<file path="config.mk">
export PLATFORM = sky130hd
export DESIGN_NAME = filter_conv_mac_nch
export DESIGN_NICKNAME = d
export VERILOG_FILES = /design/src/rtl/filter_pkg.sv /design/src/rtl/filter_mac_lane.sv /design/src/rtl/filter_conv_mac_nch.sv
export SDC_FILE = /design/constraint.sdc
export NUM_CORES = 2
export LEC_CHECK = 0
export CORE_MARGIN = 2
export CORE_UTILIZATION = 60
export DETAILED_ROUTE_END_ITERATION = 8
export GPL_ROUTABILITY_DRIVEN = 0
export PLACE_DENSITY = 0.81
export SETUP_SLACK_MARGIN = 0.15
export SLEW_MARGIN = 25
export SYNTH_ARGS = -nofsm -noshare
export SYNTH_HDL_FRONTEND = slang
export SYNTH_HIERARCHICAL = 1
export SYNTH_SLANG_ARGS = --single-unit
</file>
<file path="constraint.sdc">
create_clock -name clk -period 9.4 [get_ports clk]
set_clock_uncertainty 0.15 [all_clocks]
set_input_delay 1.88 -clock clk [delete_from_list [all_inputs] [get_ports clk]]
set_output_delay 1.88 -clock clk [all_outputs]
set_load 0.005 [all_outputs]
</file>
<file path="src/rtl/filter_pkg.sv">
// Shared defaults, output-register state encoding and the round/saturate helper
// used by every channel lane of the convolution MAC.
package filter_pkg;

   localparam int PIX_W_DEF   = 8;
   localparam int COEFF_W_DEF = 24;
   localparam int FRAC_W_DEF  = 10;
   localparam int NUM_CH_DEF  = 3;
   localparam int SUM_W       = 64;
   localparam int MAX_PIX_W   = 16;

   typedef logic [NUM_CH_DEF*PIX_W_DEF-1:0] pix_bus_t;

   typedef enum logic {
      OUT_EMPTY = 1'b0,
      OUT_FULL  = 1'b1
   } out_state_e;

   typedef struct packed {
      logic                 sat;
      logic [MAX_PIX_W-1:0] pix;
   } sat_pix_t;

   // Round half-up, drop the fraction bits, then clip to [0, 2^pix_w - 1].
   function automatic sat_pix_t sat_round(input logic signed [SUM_W-1:0] sum,
                                          input int frac_w,
                                          input int pix_w);
      logic signed [SUM_W-1:0] v_half;
      logic signed [SUM_W-1:0] v_r;
      logic signed [SUM_W-1:0] v_max;
      sat_pix_t                v_res;
      v_half = 64'sd1 <<< (frac_w - 1);
      v_r    = (sum + v_half) >>> frac_w;
      v_max  = (64'sd1 <<< pix_w) - 64'sd1;
      v_res  = '0;
      if (v_r < 64'sd0) begin
         v_res.sat = 1'b1;
         v_res.pix = '0;
      end else if (v_r > v_max) begin
         v_res.sat = 1'b1;
         v_res.pix = v_max[MAX_PIX_W-1:0];
      end else begin
         v_res.sat = 1'b0;
         v_res.pix = v_r[MAX_PIX_W-1:0];
      end
      return v_res;
   endfunction

endpackage

</file>
<file path="src/rtl/filter_mac_lane.sv">
// One colour channel: pixel x coefficient product, tap accumulator and the
// normalised, saturated output register.
module filter_mac_lane
   import filter_pkg::*;
#(
   parameter int PIX_W   = PIX_W_DEF,
   parameter int COEFF_W = COEFF_W_DEF,
   parameter int FRAC_W  = FRAC_W_DEF,
   parameter int ACC_W   = 40
) (
   input  logic                      clk,
   input  logic                      nreset,
   input  logic                      i_clr,
   input  logic                      i_acc,
   input  logic                      i_fin,
   input  logic [PIX_W-1:0]          i_pix,
   input  logic signed [COEFF_W-1:0] i_coeff,
   output logic [PIX_W-1:0]          o_pix,
   output logic                      o_sat
);

   localparam int PROD_W = PIX_W + 1 + COEFF_W;

   logic signed [PIX_W:0]     w_pix_s;
   logic signed [PROD_W-1:0]  w_prod;
   logic signed [ACC_W-1:0]   w_prod_ext;
   logic signed [ACC_W-1:0]   w_sum;
   logic signed [SUM_W-1:0]   w_sum_wide;
   sat_pix_t                  w_norm;
   logic                      w_unused_hi;
   logic signed [ACC_W-1:0]   r_acc;
   logic [PIX_W-1:0]          r_pix;
   logic                      r_sat;

   assign w_pix_s     = {1'b0, i_pix};
   assign w_prod      = PROD_W'(w_pix_s) * PROD_W'(i_coeff);
   assign w_prod_ext  = ACC_W'(w_prod);
   assign w_sum       = r_acc + w_prod_ext;
   assign w_sum_wide  = SUM_W'(w_sum);
   assign w_norm      = sat_round(w_sum_wide, FRAC_W, PIX_W);
   assign w_unused_hi = |w_norm.pix;

   // Accumulate non-final taps; the final tap loads the result and restarts the sum.
   always_ff @(posedge clk) begin
      if (!nreset) begin
         r_acc <= '0;
         r_pix <= '0;
         r_sat <= 1'b0;
      end else if (i_clr) begin
         r_acc <= '0;
      end else if (i_fin) begin
         r_acc <= '0;
         r_pix <= w_norm.pix[PIX_W-1:0];
         r_sat <= w_norm.sat;
      end else if (i_acc) begin
         r_acc <= w_sum;
      end else begin
         r_acc <= r_acc;
      end
   end

   assign o_pix = r_pix;
   assign o_sat = r_sat;

endmodule

</file>
<file path="src/rtl/filter_conv_mac_nch.sv">
// Multi-channel convolution MAC: owns the tap counter, the input/output
// handshake and the output-register occupancy; channel math lives in the lanes.
module filter_conv_mac_nch
   import filter_pkg::*;
#(
   parameter int NUM_CH  = NUM_CH_DEF,
   parameter int PIX_W   = PIX_W_DEF,
   parameter int COEFF_W = COEFF_W_DEF,
   parameter int FRAC_W  = FRAC_W_DEF,
   parameter int TAPS    = 9,
   parameter int ACC_W   = 40
) (
   input  logic                      clk,
   input  logic                      nreset,
   input  logic                      flush,
   input  logic                      s_valid,
   output logic                      s_ready,
   input  logic [NUM_CH*PIX_W-1:0]   s_pix,
   input  logic signed [COEFF_W-1:0] s_coeff,
   output logic                      m_valid,
   input  logic                      m_ready,
   output logic [NUM_CH*PIX_W-1:0]   m_pix,
   output logic [NUM_CH-1:0]         m_sat
);

   localparam int              TAP_W    = (TAPS > 1) ? $clog2(TAPS) : 1;
   localparam logic [TAP_W-1:0] LAST_TAP = TAP_W'(TAPS - 1);

   out_state_e       r_state;
   out_state_e       w_state_nxt;
   logic [TAP_W-1:0] r_tap_cnt;
   logic [TAP_W-1:0] w_tap_nxt;
   logic             w_s_ready;
   logic             w_accept;
   logic             w_final;
   logic             w_acc;

   // A stalled output blocks every input beat, not just the final tap.
   assign w_s_ready = nreset && !flush && ((r_state == OUT_EMPTY) || m_ready);
   assign w_accept  = s_valid && w_s_ready;
   assign w_final   = w_accept && (r_tap_cnt == LAST_TAP);
   assign w_acc     = w_accept && !w_final;

   // Next tap count and output-register occupancy.
   always_comb begin
      w_state_nxt = r_state;
      w_tap_nxt   = r_tap_cnt;
      if (flush) begin
         w_tap_nxt = '0;
      end else if (w_final) begin
         w_tap_nxt = '0;
      end else if (w_accept) begin
         w_tap_nxt = r_tap_cnt + TAP_W'(1);
      end else begin
         w_tap_nxt = r_tap_cnt;
      end
      case (r_state)
         OUT_EMPTY: begin
            if (w_final) begin
               w_state_nxt = OUT_FULL;
            end else begin
               w_state_nxt = OUT_EMPTY;
            end
         end
         OUT_FULL: begin
            if (w_final) begin
               w_state_nxt = OUT_FULL;
            end else if (m_ready) begin
               w_state_nxt = OUT_EMPTY;
            end else begin
               w_state_nxt = OUT_FULL;
            end
         end
         default: w_state_nxt = OUT_EMPTY;
      endcase
   end

   // State and tap-counter registers.
   always_ff @(posedge clk) begin
      if (!nreset) begin
         r_state   <= OUT_EMPTY;
         r_tap_cnt <= '0;
      end else begin
         r_state   <= w_state_nxt;
         r_tap_cnt <= w_tap_nxt;
      end
   end

   for (genvar c = 0; c < NUM_CH; c++) begin : g_lane
      filter_mac_lane #(
         .PIX_W   (PIX_W),
         .COEFF_W (COEFF_W),
         .FRAC_W  (FRAC_W),
         .ACC_W   (ACC_W)
      ) u_lane (
         .clk     (clk),
         .nreset  (nreset),
         .i_clr   (flush),
         .i_acc   (w_acc),
         .i_fin   (w_final),
         .i_pix   (s_pix[c*PIX_W +: PIX_W]),
         .i_coeff (s_coeff),
         .o_pix   (m_pix[c*PIX_W +: PIX_W]),
         .o_sat   (m_sat[c])
      );
   end

   assign s_ready = w_s_ready;
   assign m_valid = (r_state == OUT_FULL);

endmodule
</file>
==> run summary <==
Met1 GRT Util -> 0.3670
Overall Global Routing Usage -> 0.2969
Die Area -> 0.05945 mm²
Placed Area -> 0.03783 mm²
Met3 Usage GRT -> 0.05299
Clk buf depth -> 2
Startpoint Class -> input pin
First-pass GRT wire length -> 144000 µm
Antenna violations before repair -> 0
Detail Placement HPWL -> 67820 µm
CORE AREA -> 0.05660 mm²
Final #Nets -> 5096
Max-cap violations -> 0
Layout cells sized above 1 -> 0.1060
Global route overflow -> 0
I/O pin cnt -> 82
Gate Count Post-Synth -> 4026
Outcome -> complete, no violations
RSZ-0062 raised after global routing -> no
CTS Buf Count -> 17
Worst EP required -> 9.63 ns
Setup CP Type -> input pin to flop
Die H -> 243.8 µm
Worst-margin pin slew -> 0.9446 ns
TritonCTS Sinks -> 152
Die W -> 243.8 µm
Fin area -> 0.03859 mm²
DRT iter0 DRCs -> 2078
F_max -> 111.7 MHz
Yosys top cell by area -> fa_1
ANT cells -> 0
Final setup viols -> 0
Worst slew margin -> 0.3702
Warnings, synthesis -> 6
Hold Crit Class -> flop to flop
DRC -> 0
Delay-heaviest family, CP -> adder cells
Final Hold Fails -> 0
Seq cells post-synth -> 152
Dpl ws -> -0.1610 ns
Post-synth EDFFs -> 0
Layer with the highest usage -> met2
WP buf/inv -> 5
Max Slew Vio Count -> 0
Rows -> 87
Crit-path most repeated cell -> fa_1
Critical Path AT -> 9.18 ns
Clock transition at path regs -> 0.07 ns
Post-Syn Area -> 0.03451 mm²
Mapped Nets -> 4891
H-Tree Depth -> 4
Clock network latency to the later pin of the worst-skew pair -> 0.51 ns
Synth area leaders -> fa_1 (33%), ha_1 (9.0%), dfxtp_1 (8.8%)
Synth Flop Type -> dfxtp_1
CP peak stage delay -> 0.64 ns
Area Overhead vs Synth -> 11.84%
Final ANT Viol Nets -> 0
TritonCTS clock tree -> yes
Largest net degree at the start of global routing -> 124
CP max stage cell -> clkdlybuf4s50_1
Root Buffer -> clkbuf_16
DRT Pass-1 Iters -> 7
Initial Util -> 0.6096
DR vias -> 28.86k
CP Max Fanout -> 12
Placed cell count -> 4962
Synth cell types -> 131
Ys async rst share -> 0
Vias per std cell -> 5.771
PortBufs -> 81
PnR worst setup slack -> 0.4478 ns
Post-detailed-routing wire length -> 85310 µm
Tcrit/Tclk final -> 0.9524
CP endpoint kind -> flop
Sequential area share after synthesis -> 0.08818
Min Tclk post-route -> 8.952 ns
WL/cell -> 17.06 µm
Finished Layout Cells -> 5000
Share of the synthesized area in the top cell type -> 0.3272
Routing usage on met2 -> 0.5098
Post-Syn Area per Cell -> 8.571 µm²
Vias in the first global route -> 30.07k
-- tightest hold or removal path, delay by kind of cell, from the launching register on --
| kind | cells | cell delay, ns |
|---|---|---|
| DFF | 1 | 0.32 |
| and+or+nand+nor | 1 | 0.05 |
| AOI/OAI and AO/OA | 1 | 0.05 |
-- cell usage in the layout (no fill, tap or decap), types with 20 or more instances in the layout --
master	synthesis	routed
o21ai_1	28	28
and3_1	20	20
a31oi_1	21	21
nand4_1	50	50
buf_4	9	222
o21ai_0	68	66
buf_12	0	30
a21o_1	31	31
and2_1	347	347
nand2_1	427	426
a21oi_1	161	158
mux2i_1	117	117
nor2_1	242	240
clkdlybuf4s50_1	0	77
fa_1	564	563
xnor2_1	64	63
inv_1	750	750
ha_1	248	247
a211oi_1	38	33
nand3_1	57	57
xor2_1	41	40
nor3_1	42	41
o211ai_1	25	25
dfxtp_1	152	152
-- sequential cells by signal (all words and copies together) (netlist names) --
signal and count:
g_lane.u_lane/r_acc 120, m_valid 1, g_lane.u_lane/o_sat 3, g_lane.u_lane/o_pix 24, r_tap_cnt 4
-- path summary, 6_finish.rpt --
kind / start / end / slack (ns) / cells past startpoint
setup / recovery: s_pix[11] / g_lane[1].u_lane/o_pix[3] / 0.45 / 25
setup reg to reg: g_lane[0].u_lane/r_acc[5] / g_lane[0].u_lane/o_pix[1] / 4.38 / 18
hold / removal: g_lane[1].u_lane/o_pix[7] / g_lane[1].u_lane/o_pix[7] / 0.31 / 2
hold reg to reg: g_lane[1].u_lane/o_pix[7] / g_lane[1].u_lane/o_pix[7] / 0.31 / 2
-- layer usage --
| layer | routed length [µm] | vias to the layer above |
|---|---|---|
| li1 | - | 13320 |
| met1 | 33920 | 14130 |
| met2 | 42010 | 1163 |
| met3 | 5803 | 240 |
| met4 | 3567 | 0 |
| met5 | 0 | - |
-- synthesized netlist by cell type (14+ instances only) --
library cell    n
nand4_1        50
inv_1         750
a21o_1         31
ha_1          248
nand3_1        57
buf_2          33
o21a_1         18
xor2_1         41
a21oi_1       161
fa_1          564
clkbuf_1       92
and4_1         14
and2_1        347
or3_1          14
a31oi_1        21
o21ai_1        28
a21oi_2        15
xnor2_1        64
o211ai_1       25
nand2_1       427
o21ai_0        68
mux2i_1       117
nand2b_1       15
and3_1         20
nor3_1         42
nor2_1        242
a211oi_1       38
dfxtp_1       152
-- stage by stage --
step           hold slack (ns)  setup TNS, ns  utilization
2_1_floorplan           0.2960              0            -
3_3_place_gp            0.2965        -0.4759       0.6683
3_5_place_dp            0.3053         -1.616       0.6683
4_1_cts                 0.3153              0       0.6784
5_1_grt                 0.3346              0       0.6818
6_report                0.3122              0       0.6818
-- final cells by class --
class	instances	area (µm²)
Inverter	751	2819
Timing Repair Buffer	335	3124
Tap cell	756	945.9
Clock inverter	13	127.6
Fill cell	4431	18010
Multi-Input combinational cell	2974	28090
Sequential cell	152	3043
Clock buffer	19	442.9
-- timing repair --
action                                  CTS  global route
setup buffers                             0             5
resized for setup                         0            31
endpoints found under the setup margin    0            27
hold buffers                              0             0
-- cell families after synthesis --
kind of cell	count (synthesis)	synth area share
compound gates	587	0.1250
xor+xnor	112	0.03060
fa+ha+maj	812	0.4171
buf+inv	900	0.1015
flops	152	0.08818
mux	129	0.03785
simple gates	1334	0.1998
Power is not shown: default switching activity piles up to over one toggle a cycle in this logic, so the estimate is an artifact.
